File: config.mk
export PLATFORM = sky130hd
export DESIGN_NAME = sc_frog_event_ctrl_flat
export DESIGN_NICKNAME = d
export VERILOG_FILES = /design/src/rtl/sc_frog_event_ctrl_pkg.sv /design/src/rtl/sc_frog_event_ctrl_if.sv /design/src/rtl/sc_frog_event_ctrl_prescaler.sv /design/src/rtl/sc_frog_event_ctrl.sv /design/src/flat_wrapper.sv
export SDC_FILE = /design/constraint.sdc
export NUM_CORES = 1
export LEC_CHECK = 0
export BUFFER_PORTS_ARGS = -buffer_cell sky130_fd_sc_hd__buf_2
export CAP_MARGIN = 25
export CORE_MARGIN = 8
export CORE_UTILIZATION = 40
export CTS_CLUSTER_SIZE = 10
export DETAILED_ROUTE_END_ITERATION = 16
export PLACE_DENSITY = 0.62
export SETUP_SLACK_MARGIN = 0.05
export SLEW_MARGIN = 20
export SYNTH_ARGS = -nofsm -noshare
export SYNTH_HDL_FRONTEND = slang
export SYNTH_SLANG_ARGS = --single-unit
File: constraint.sdc
create_clock -name SC_RegPOINTTYPE_CLOCK_50 -period 1.9 [get_ports SC_RegPOINTTYPE_CLOCK_50]
set_input_delay 0.095 -clock SC_RegPOINTTYPE_CLOCK_50 [delete_from_list [all_inputs] [get_ports SC_RegPOINTTYPE_CLOCK_50]]
set_output_delay 0.095 -clock SC_RegPOINTTYPE_CLOCK_50 [all_outputs]
set_load 0.03 [all_outputs]
File: src/rtl/sc_frog_event_ctrl_pkg.sv
`default_nettype none
//==============================================================================
// Module   : sc_frog_event_ctrl_pkg
// Purpose  : Shared definitions for the frog event controller: controller state
//            encodings, row-register shift codes, default nest column mask and
//            a counter-width helper.
// Ports    : none (package)
// Revision : 1.0 - initial release
//==============================================================================
package sc_frog_event_ctrl_pkg;

   typedef enum logic [2:0] {
      ST_IDLE     = 3'd0,
      ST_RUN      = 3'd1,
      ST_HIT      = 3'd2,
      ST_WIN      = 3'd3,
      ST_GAMEOVER = 3'd4
   } frogState_t;

   localparam logic [1:0] SHIFT_NONE  = 2'b00;
   localparam logic [1:0] SHIFT_LEFT  = 2'b01;
   localparam logic [1:0] SHIFT_RIGHT = 2'b10;

   localparam logic [7:0] NEST_MASK_DEFAULT = 8'b10101010;

   // Smallest width (at least 1) whose range covers 0..value-1.
   function automatic int clog2Min1(input int value);
      int w;
      w = 1;
      while ((1 << w) < value) w++;
      return w;
   endfunction

endpackage
`default_nettype wire

File: src/rtl/sc_frog_event_ctrl_if.sv
`default_nettype none
//==============================================================================
// Module   : sc_frog_event_ctrl_if
// Purpose  : Bundles the row read-back inputs, start request and the strobe /
//            status outputs of the frog event controller.
// Ports    : master - drives start/row inputs, observes strobes and status
//            slave  - the controller side
// Revision : 1.0 - initial release
//==============================================================================
interface sc_frog_event_ctrl_if #(
   parameter int DATAWIDTH   = 8,
   parameter int SCORE_WIDTH = 4
) ();

   logic                   start_InLow;
   logic [DATAWIDTH-1:0]   frog_row_InBUS;
   logic [DATAWIDTH-1:0]   obstacle_row_InBUS;
   logic                   frog_at_top_In;
   logic [1:0]             shiftselection_Out;
   logic                   collision_OutLow;
   logic                   nest_reached_OutLow;
   logic                   frog_reset_OutLow;
   logic                   clear_OutLow;
   logic [2:0]             lives_OutBUS;
   logic [SCORE_WIDTH-1:0] score_OutBUS;
   logic                   gameover_Out;

   modport master (
      output start_InLow, frog_row_InBUS, obstacle_row_InBUS, frog_at_top_In,
      input  shiftselection_Out, collision_OutLow, nest_reached_OutLow,
             frog_reset_OutLow, clear_OutLow, lives_OutBUS, score_OutBUS,
             gameover_Out
   );

   modport slave (
      input  start_InLow, frog_row_InBUS, obstacle_row_InBUS, frog_at_top_In,
      output shiftselection_Out, collision_OutLow, nest_reached_OutLow,
             frog_reset_OutLow, clear_OutLow, lives_OutBUS, score_OutBUS,
             gameover_Out
   );

endinterface
`default_nettype wire

File: src/rtl/sc_frog_event_ctrl_prescaler.sv
`default_nettype none
//==============================================================================
// Module   : sc_prescaler_tick
// Purpose  : Free-running counter 0..PERIOD-1 with synchronous clear and count
//            enable; tick_Out is high in the cycle the enabled counter sits at
//            its terminal count (the counter wraps to 0 on that edge).
// Ports    : SC_RegPOINTTYPE_CLOCK_50     clock
//            SC_RegPOINTTYPE_RESET_InHigh async active-high reset
//            clear_In                     sync clear (wins over enable)
//            enable_In                    count enable
//            tick_Out                     terminal-count indication
// Revision : 1.0 - initial release
//==============================================================================
module sc_prescaler_tick #(
   parameter int PERIOD = 4,
   parameter int WIDTH  = 3
) (
   input  wire logic SC_RegPOINTTYPE_CLOCK_50,
   input  wire logic SC_RegPOINTTYPE_RESET_InHigh,
   input  wire logic clear_In,
   input  wire logic enable_In,
   output logic      tick_Out
);

   logic [WIDTH-1:0] r_count;
   logic             w_atTerminal;

   assign w_atTerminal = (r_count == WIDTH'(PERIOD - 1));
   assign tick_Out     = enable_In & ~clear_In & w_atTerminal;

   always_ff @(posedge SC_RegPOINTTYPE_CLOCK_50 or posedge SC_RegPOINTTYPE_RESET_InHigh) begin
      if (SC_RegPOINTTYPE_RESET_InHigh) begin
         r_count <= '0;
      end else if (clear_In) begin
         r_count <= '0;
      end else if (enable_In) begin
         r_count <= w_atTerminal ? '0 : r_count + WIDTH'(1);
      end
   end

endmodule
`default_nettype wire

File: src/rtl/sc_frog_event_ctrl.sv
`default_nettype none
//==============================================================================
// Module   : sc_frog_event_ctrl
// Purpose  : Game control stage ahead of the point-type row registers. Issues
//            the periodic obstacle shift command, the active-low collision /
//            nest-reached / frog-reset / clear strobes, and tracks lives/score.
// Ports    : SC_RegPOINTTYPE_CLOCK_50     system clock
//            SC_RegPOINTTYPE_RESET_InHigh async active-high reset
//            bus (slave)                  row read-back inputs, start request,
//                                         strobes, lives, score, gameover
// Revision : 1.0 - initial release
//==============================================================================
module sc_frog_event_ctrl
   import sc_frog_event_ctrl_pkg::*;
#(
   parameter int                   DATAWIDTH       = 8,
   parameter int                   SHIFT_PERIOD    = 25000000,
   parameter int                   PRESCALER_WIDTH = 25,
   parameter logic [1:0]           SHIFT_DIR       = SHIFT_LEFT,
   parameter int                   HOLD_CYCLES     = 50000000,
   parameter int                   LIVES_INIT      = 3,
   parameter logic [DATAWIDTH-1:0] NEST_MASK       = DATAWIDTH'(NEST_MASK_DEFAULT),
   parameter int                   SCORE_WIDTH     = 4
) (
   input  wire logic          SC_RegPOINTTYPE_CLOCK_50,
   input  wire logic          SC_RegPOINTTYPE_RESET_InHigh,
   sc_frog_event_ctrl_if.slave bus
);

   localparam int         HOLD_WIDTH = clog2Min1(HOLD_CYCLES);
   localparam logic [2:0] c_livesInit = 3'(LIVES_INIT);

   frogState_t             r_state, w_stateNext;
   logic [2:0]             r_lives, w_livesNext;
   logic [SCORE_WIDTH-1:0] r_score, w_scoreNext;
   logic [1:0]             r_shift, w_shiftNext;
   logic                   r_collisionLow, w_collisionLowNext;
   logic                   r_nestLow, w_nestLowNext;
   logic                   r_frogResetLow, w_frogResetLowNext;
   logic                   r_clearLow, w_clearLowNext;

   logic w_hit, w_nest, w_frozen;
   logic w_presClear, w_presEnable, w_presTick;
   logic w_holdTick;

   assign w_hit    = |(bus.frog_row_InBUS & bus.obstacle_row_InBUS);
   assign w_nest   = bus.frog_at_top_In & (|(bus.frog_row_InBUS & NEST_MASK));
   assign w_frozen = (r_state == ST_HIT) || (r_state == ST_WIN);

   // The prescaler only runs in RUN; holding it cleared elsewhere gives a
   // fresh shift cadence on every start and every return from a freeze.
   assign w_presClear  = (r_state != ST_RUN);
   assign w_presEnable = (r_state == ST_RUN) & ~w_hit & ~w_nest;

   sc_prescaler_tick #(
      .PERIOD (SHIFT_PERIOD),
      .WIDTH  (PRESCALER_WIDTH)
   ) u_shiftPrescaler (
      .SC_RegPOINTTYPE_CLOCK_50     (SC_RegPOINTTYPE_CLOCK_50),
      .SC_RegPOINTTYPE_RESET_InHigh (SC_RegPOINTTYPE_RESET_InHigh),
      .clear_In                     (w_presClear),
      .enable_In                    (w_presEnable),
      .tick_Out                     (w_presTick)
   );

   // Hold counter sits at 0 outside a freeze, so each freeze starts from 0.
   sc_prescaler_tick #(
      .PERIOD (HOLD_CYCLES),
      .WIDTH  (HOLD_WIDTH)
   ) u_holdCounter (
      .SC_RegPOINTTYPE_CLOCK_50     (SC_RegPOINTTYPE_CLOCK_50),
      .SC_RegPOINTTYPE_RESET_InHigh (SC_RegPOINTTYPE_RESET_InHigh),
      .clear_In                     (~w_frozen),
      .enable_In                    (w_frozen),
      .tick_Out                     (w_holdTick)
   );

   always_ff @(posedge SC_RegPOINTTYPE_CLOCK_50 or posedge SC_RegPOINTTYPE_RESET_InHigh) begin
      if (SC_RegPOINTTYPE_RESET_InHigh) begin
         r_state        <= ST_IDLE;
         r_lives        <= c_livesInit;
         r_score        <= '0;
         r_shift        <= SHIFT_NONE;
         r_collisionLow <= 1'b1;
         r_nestLow      <= 1'b1;
         r_frogResetLow <= 1'b1;
         r_clearLow     <= 1'b1;
      end else begin
         r_state        <= w_stateNext;
         r_lives        <= w_livesNext;
         r_score        <= w_scoreNext;
         r_shift        <= w_shiftNext;
         r_collisionLow <= w_collisionLowNext;
         r_nestLow      <= w_nestLowNext;
         r_frogResetLow <= w_frogResetLowNext;
         r_clearLow     <= w_clearLowNext;
      end
   end

   always_comb begin
      w_stateNext        = r_state;
      w_livesNext        = r_lives;
      w_scoreNext        = r_score;
      w_shiftNext        = SHIFT_NONE;
      w_collisionLowNext = 1'b1;
      w_nestLowNext      = 1'b1;
      w_frogResetLowNext = 1'b1;
      w_clearLowNext     = 1'b1;

      case (r_state)
         ST_IDLE, ST_GAMEOVER: begin
            if (!bus.start_InLow) begin
               w_clearLowNext = 1'b0;
               w_livesNext    = c_livesInit;
               w_scoreNext    = '0;
               w_stateNext    = ST_RUN;
            end
         end
         ST_RUN: begin
            // Priority: hit, then nest, then the shift tick.
            if (w_hit) begin
               w_collisionLowNext = 1'b0;
               if (r_lives <= 3'd1) begin
                  w_livesNext = 3'd0;
                  w_stateNext = ST_GAMEOVER;
               end else begin
                  w_livesNext = r_lives - 3'd1;
                  w_stateNext = ST_HIT;
               end
            end else if (w_nest) begin
               w_nestLowNext = 1'b0;
               if (r_score != '1) w_scoreNext = r_score + SCORE_WIDTH'(1);
               w_stateNext = ST_WIN;
            end else if (w_presTick) begin
               w_shiftNext = SHIFT_DIR;
            end
         end
         ST_HIT, ST_WIN: begin
            if (w_holdTick) begin
               w_frogResetLowNext = 1'b0;
               w_stateNext        = ST_RUN;
            end
         end
         default: w_stateNext = ST_IDLE;
      endcase
   end

   assign bus.shiftselection_Out  = r_shift;
   assign bus.collision_OutLow    = r_collisionLow;
   assign bus.nest_reached_OutLow = r_nestLow;
   assign bus.frog_reset_OutLow   = r_frogResetLow;
   assign bus.clear_OutLow        = r_clearLow;
   assign bus.lives_OutBUS        = r_lives;
   assign bus.score_OutBUS        = r_score;
   assign bus.gameover_Out        = (r_state == ST_GAMEOVER);

endmodule
`default_nettype wire

File: src/flat_wrapper.sv
// flat-port wrapper written by rule: the top's interface ports become plain ports
module sc_frog_event_ctrl_flat import sc_frog_event_ctrl_pkg::*;
#(
   parameter int                   DATAWIDTH       = 8,
   parameter int                   SHIFT_PERIOD    = 25000000,
   parameter int                   PRESCALER_WIDTH = 25,
   parameter logic [1:0]           SHIFT_DIR       = SHIFT_LEFT,
   parameter int                   HOLD_CYCLES     = 50000000,
   parameter int                   LIVES_INIT      = 3,
   parameter logic [DATAWIDTH-1:0] NEST_MASK       = DATAWIDTH'(NEST_MASK_DEFAULT),
   parameter int                   SCORE_WIDTH     = 4
)
  (SC_RegPOINTTYPE_CLOCK_50, SC_RegPOINTTYPE_RESET_InHigh, bus_start_InLow, bus_frog_row_InBUS, bus_obstacle_row_InBUS, bus_frog_at_top_In, bus_shiftselection_Out, bus_collision_OutLow, bus_nest_reached_OutLow, bus_frog_reset_OutLow, bus_clear_OutLow, bus_lives_OutBUS, bus_score_OutBUS, bus_gameover_Out);
  sc_frog_event_ctrl_if #(.DATAWIDTH(DATAWIDTH), .SCORE_WIDTH(SCORE_WIDTH)) bus_i ();
  input  wire logic SC_RegPOINTTYPE_CLOCK_50;
  input  wire logic SC_RegPOINTTYPE_RESET_InHigh;
  input wire logic [$bits(bus_i.start_InLow)-1:0] bus_start_InLow;
  input wire logic [$bits(bus_i.frog_row_InBUS)-1:0] bus_frog_row_InBUS;
  input wire logic [$bits(bus_i.obstacle_row_InBUS)-1:0] bus_obstacle_row_InBUS;
  input wire logic [$bits(bus_i.frog_at_top_In)-1:0] bus_frog_at_top_In;
  output wire logic [$bits(bus_i.shiftselection_Out)-1:0] bus_shiftselection_Out;
  output wire logic [$bits(bus_i.collision_OutLow)-1:0] bus_collision_OutLow;
  output wire logic [$bits(bus_i.nest_reached_OutLow)-1:0] bus_nest_reached_OutLow;
  output wire logic [$bits(bus_i.frog_reset_OutLow)-1:0] bus_frog_reset_OutLow;
  output wire logic [$bits(bus_i.clear_OutLow)-1:0] bus_clear_OutLow;
  output wire logic [$bits(bus_i.lives_OutBUS)-1:0] bus_lives_OutBUS;
  output wire logic [$bits(bus_i.score_OutBUS)-1:0] bus_score_OutBUS;
  output wire logic [$bits(bus_i.gameover_Out)-1:0] bus_gameover_Out;
  assign bus_i.start_InLow = bus_start_InLow;
  assign bus_i.frog_row_InBUS = bus_frog_row_InBUS;
  assign bus_i.obstacle_row_InBUS = bus_obstacle_row_InBUS;
  assign bus_i.frog_at_top_In = bus_frog_at_top_In;
  assign bus_shiftselection_Out = bus_i.shiftselection_Out;
  assign bus_collision_OutLow = bus_i.collision_OutLow;
  assign bus_nest_reached_OutLow = bus_i.nest_reached_OutLow;
  assign bus_frog_reset_OutLow = bus_i.frog_reset_OutLow;
  assign bus_clear_OutLow = bus_i.clear_OutLow;
  assign bus_lives_OutBUS = bus_i.lives_OutBUS;
  assign bus_score_OutBUS = bus_i.score_OutBUS;
  assign bus_gameover_Out = bus_i.gameover_Out;
  sc_frog_event_ctrl #(.DATAWIDTH(DATAWIDTH), .SHIFT_PERIOD(SHIFT_PERIOD), .PRESCALER_WIDTH(PRESCALER_WIDTH), .SHIFT_DIR(SHIFT_DIR), .HOLD_CYCLES(HOLD_CYCLES), .LIVES_INIT(LIVES_INIT), .NEST_MASK(NEST_MASK), .SCORE_WIDTH(SCORE_WIDTH)) u_core (.SC_RegPOINTTYPE_CLOCK_50(SC_RegPOINTTYPE_CLOCK_50), .SC_RegPOINTTYPE_RESET_InHigh(SC_RegPOINTTYPE_RESET_InHigh), .bus(bus_i));
endmodule
### Yosys cells after proc, flatten, opt, wreduce, memory -nomap -nowiden

Cells that the tools add are included.

* bitwise logic cells: 10
* eq/ne operators: 15
* $add $sub $neg: 4
* reduce and logical (&&, ||, !) cells: 11
* order comparisons: 1
* mux-type cells: 33

Operator list (number)
* $mux W25: 3
* $mux W26: 2
* $add A26 B1 Y26 const B: 1
* $eq A26 B26 Y1 const B: 1
* $add A25 B1 Y25 const B: 1
* $eq A25 B25 Y1 const B: 1
* $mux W3: 8
* $mux W4: 4
* $mux W1: 10
* $pmux W3 S3: 1
* $and A8 B8 Y8: 1
* $ne A2 B2 Y1 const B: 4
* $pmux W4 S2: 1
* $reduce_or A8 Y1: 1
* $and A1 B1 Y1: 6
* $eq A3 B2 Y1 const B: 2
* $mux W2: 3
* $ne A3 B1 Y1 const B: 2
* $pmux W3 S2: 1
* $reduce_and A3 Y1: 2
* $reduce_and A5 Y1: 1
* $add A4 B1 Y4 const B: 1
* $ne A2 B1 Y1 const B: 2
* $ne A4 B4 Y1 const B: 1
* 10 further kinds: 14

* flip-flop bits (word level): 67
* logic and storage cells: 84
* output and inout port bits: 14

### Depth between registers and ports, before layout

* word-level depth: 11
* gate-level depth with buffers: 7

### Modules after synthesis

From an unflattened synthesis, not the netlist that was laid out.

* cells, all modules: 465
* area total of the unflattened synthesis: 4177.8 µm²

Modules (own cells, without submodules)
* sc_prescaler_tick at u_core.u_holdCounter: cells each 211, area an instance 1754.2 µm², times used 1
* sc_prescaler_tick at u_core.u_shiftPrescaler: cells each 172, area an instance 1517.7 µm², times used 1
* sc_frog_event_ctrl: cells each 82, area an instance 905.9 µm², times used 1

### Worst setup path before layout

OpenSTA, ideal clock, no wires.

* kind: register -> register
* start: register u_core.u_shiftPrescaler.r_count[0]
* end: register u_core.u_shiftPrescaler.r_count[18]
* clock period less this slack: 1742 ps
* path buffers: 1
* path slack: 158 ps
* data arrival time: 1661 ps
* stages on the path, launching flop included: 8
* path through: dfrtp_1 -> ha_1 -> and3_1 -> and4_1 -> nand3_1 -> clkbuf_1 -> nand3_1 -> a31oi_1

* word-level cells in the longest chain between the ends: 4

Ends and longest elaborated chain
* from (decl): line sc_frog_event_ctrl_prescaler.sv:25 `logic [WIDTH-1:0] r_count;`
* from (signal assigned): line sc_frog_event_ctrl_prescaler.sv:37 `r_count <= w_atTerminal ? '0 : r_count + WIDTH'(1);`
* $add A25 B1 Y25 or $eq A25 B25 Y1 (tied branches): line sc_frog_event_ctrl_prescaler.sv:37, sc_frog_event_ctrl_prescaler.sv:28
* $mux W25 (*): line sc_frog_event_ctrl_prescaler.sv:37
* $mux W25 (*): line sc_frog_event_ctrl_prescaler.sv:36 `end else if (enable_In) begin`
* $mux W25 (*): line sc_frog_event_ctrl_prescaler.sv:34 `end else if (clear_In) begin`

Every way passes the cells marked *; elsewhere a longest branch is shown, timed or not. The select of a mux whose other input is x is not followed.
A chain may end at the register's enable or synchronous reset.

### Final worst setup path

* start: register u_core.u_shiftPrescaler.r_count[0]
* end: register u_core.u_shiftPrescaler.r_count[1]

The elaborated chain is that of the path after synthesis.

==> summary.txt <==
Worst setup path
  • Kind of start point of the critical path: register
  • Flop2flop setup slack: 0.16 ns
  • Critical path launch point: u_core.u_shiftPrescaler.r_count[0]
  • Crit Path Max Fanout: 5
  • Critical Path Sink Type: register
  • Critical path data required time: 2.14 ns
  • Worst R2R Start: u_core.u_shiftPrescaler.r_count[0]
  • CP max stage delay: 0.39 ns
  • WS Path Type: register to register
  • CP Cell Sequence: ha_2 -> and3_4 -> and4_1 -> nand3_2 -> and2_1 -> a22o_1
  • Critical-path top delay cell: dfrtp_1
  • Worst EP arrival: 1.98 ns

Drt
  • Initial DRC Count: 160
  • Via-to-Cell Ratio: 5.631
  • Routed vias: 3007
  • DRC viols: 0
  • WL per Instance: 14.95 um
  • Total Routed Length: 7984 um
  • Final ANT Viol Nets: 0
  • First-pass DRT Iterations: 4

Clock network
  • CTS H-tree depth: 3
  • CTS tree: yes
  • Clock insertion delay at the later pin of the skew report: 0.34 ns
  • Clk pin slew, worst setup/hold paths: 0.08 ns
  • TritonCTS Buffers: 9
  • Clock sink count: 66
  • Longest Clk Path Bufs: 2
  • Root buf cell: clkbuf_8

Global routing
  • Antenna violations before repair: 0
  • Total GRT Usage: 13.45%
  • First-pass GRT wire length: 14050 um
  • Gr ovfl total: 0
  • Pin count of the biggest net entering global routing: 44
  • Number of global-route vias before repair: 2971

STA
  • Max Freq: 573.4 MHz
  • Min Clock Period, post-route: 1.744 ns
  • Slew @ Worst Pin: 0.5327 ns
  • Final Hold Fails: 0
  • Final setup margin: 0.1560 ns
  • Final Max Tran Viols: 0
  • Skew final: 0.01048 ns
  • RSZ-0062 raised after global routing: no
  • Final setup TNS: 0 ns
  • Relative slew slack: 64.49%
  • Setup Viol. Count Final: 0
  • Tcrit/Tclk final: 91.79%
  • Hold WS: 0.1919 ns

Floorplanning
  • Die Width: 110.5 um
  • Core box area: 0.008678 sq mm
  • Die H: 110.5 um
  • Row cnt: 34
  • Die area: 0.01221 sq mm
  • Initial Util: 41.15%
  • I/O pin cnt: 34

Power
  • Total power: 3.849 mW
  • Lkg Pwr: 1.784 nW
  • PD cells: 913.4 mW/mm^2
  • Largest vdd supply drop: 0.4684 mV

Final layout
  • Filler cells: 815
  • Ant diodes: 0
  • Layout cells sized above 1: 20.66%
  • Post-layout instance area: 0.004214 sq mm
  • Final core utilization: 48.56%
  • Non-Filler Instances: 534
  • Area delta synth->final: 18.01%
  • Nets: 446

Logic synthesis
  • Share of the synthesized area in the top cell type: 42.05%
  • Main synth FF type: dfrtp_1
  • Post-synth EDFFs: 0
  • Synth area leaders: dfrtp_1 (42%), a31oi_1 (6.0%), xor2_1 (5.2%)
  • Syn avg cell area: 9.522 sq um
  • Syn nets: 400
  • Cells after Synth: 375
  • #FFs+latches synth: 66
  • Post-synthesis cell area: 0.003571 sq mm
  • Synth cell types: 49
  • Yosys top cell by area: dfrtp_1
  • Fraction of registers with async set/reset: 100.0%
  • Sequential area share after synthesis: 46.46%
  • Ys Warns: 0

Placed design
  • IO Port Bufs: 32
  • Post-Place Worst Slack: 0.06602 ns
  • Placed cells: 513
  • Gpl congestion: 0.8247
  • DP Wirelength: 5523 um
  • Placed cell areas: 0.003916 sq mm

Run status
  • Status: finished, final reports clean

Worst hold path
  • Worst hold path type: input pin to register
  • HP Start: bus_frog_at_top_In

Flow run
  • Maxcap violations: 0
[cell type report]
type / count / area [sq um] / area share (%)
clock buffer: 11 / 151.4 / 3.593
sequential: 66 / 1659 / 39.37
timing repair buffer: 55 / 380.4 / 9.026
inverter: 13 / 48.80 / 1.158
multi-input combinational: 276 / 1779 / 42.22
clock inverter: 5 / 60.06 / 1.425
tap: 108 / 135.1 / 3.207
[layout by cell type (no fill, tap or decap), types with 2 or more instances in the layout]
master         instances
dfstp_2                6
clkbuf_8              11
inv_1                 12
a22oi_1                4
xnor2_1                3
nand2b_1               2
nor4_2                 2
ha_1                   4
dlygate4sd3_1          2
a22o_1                 2
o21ai_0               11
and3_1                14
buf_12                 3
nor4_1                 2
and4_1                10
a41oi_1                4
o211ai_1               3
and2_1                 8
inv_6                  2
nor3_1                 6
a21oi_1                2
nand3_1               28
dfrtp_1               60
xor2_1                21
o2bb2ai_1              2
a31oi_1               34
buf_6                  2
o22ai_1                2
nand3b_1              10
nor2_1                37
nand2_1               18
or3_1                  2
buf_2                 33
nand4_1               22
o21bai_1               2
buf_4                 15
[repair_timing]
action | in CTS | in global routing
pin swaps | 0 | 2
endpoints found under the hold margin | 13 | 0
setup endpoints to repair | 1 | 50
setup buffers | 0 | 2
gates resized for setup | 1 | 9
hold buffers | 2 | 0
gates cloned | 0 | 1
[critical path, delay by kind of cell, from the launching register on]
family                     cells  cell delay [ns]
and+or+nand+nor                4             0.78
DFF                            1             0.39
AOI/OAI and AO/OA              1             0.24
adders and majority gates      1             0.22
[cells in the mapped netlist (6+ instances only)]
cell	n
dfrtp_1	60
nor2_1	37
a31oi_1	34
nand3_1	29
nand4_1	22
xor2_1	21
nand2_1	18
and3_1	15
inv_1	13
and4_1	11
o21ai_0	11
nand3b_1	10
and2_1	8
clkbuf_1	7
dfstp_2	6
nor3_1	6
[sequential cells by signal, indices dropped and copies added (netlist names)]
register and flops:
u_core.bus.clear_OutLow 1, u_core.u_shiftPrescaler.r_count 25, u_core.u_holdCounter.r_count 26, u_core.bus.shiftselection_Out 1, u_core.bus.lives_OutBUS 3, u_core.bus.collision_OutLow 1
u_core.bus.score_OutBUS 4, u_core.bus.nest_reached_OutLow 1, u_core.r_state 3, u_core.bus.frog_reset_OutLow 1
[logic make-up after synthesis]
logic type / after synthesis / share of synthesized area, %
AND/OR/NAND/NOR: 170 / 26.66
AO/OA/AOI/OAI: 75 / 14.05
flip-flops: 66 / 46.46
buffers and inverters: 33 / 4.800
XOR/XNOR: 24 / 5.887
adder cells (fa/ha/maj): 5 / 1.752
other: 1 / 0.1050
multiplexers: 1 / 0.2803
[report_power, final]
part,switching [mW],internal [mW]
Sequential,0.0766,1.53
Clock,0.562,0.685
Combinational,0.659,0.336
Total,1.30,2.55
[path summary, 6_finish.rpt]
check,end,cells after the start
setup / recovery,u_core.u_shiftPrescaler.r_count[1],6
hold / removal,u_core.bus.shiftselection_Out[0],4
setup reg to reg,u_core.u_shiftPrescaler.r_count[1],6
hold reg to reg,u_core.u_holdCounter.r_count[0],1
max in group asynchronous,u_core.bus.frog_reset_OutLow,4
min in group asynchronous,u_core.u_shiftPrescaler.r_count[23],3
[per-layer routing]
layer / routed length, um / track usage (%) / share of wire, % / vias up
li1: - / - / - / 1493
met1: 3733 / 16.51 / 47 / 1457
met2: 3882 / 21.98 / 49 / 50
met3: 282 / 4.167 / 3.5 / 7
met4: 86 / 4.144 / 1.1 / 0
met5: 0 / 0 / 0 / -
Note: power is estimated with default switching activity, not from simulation.
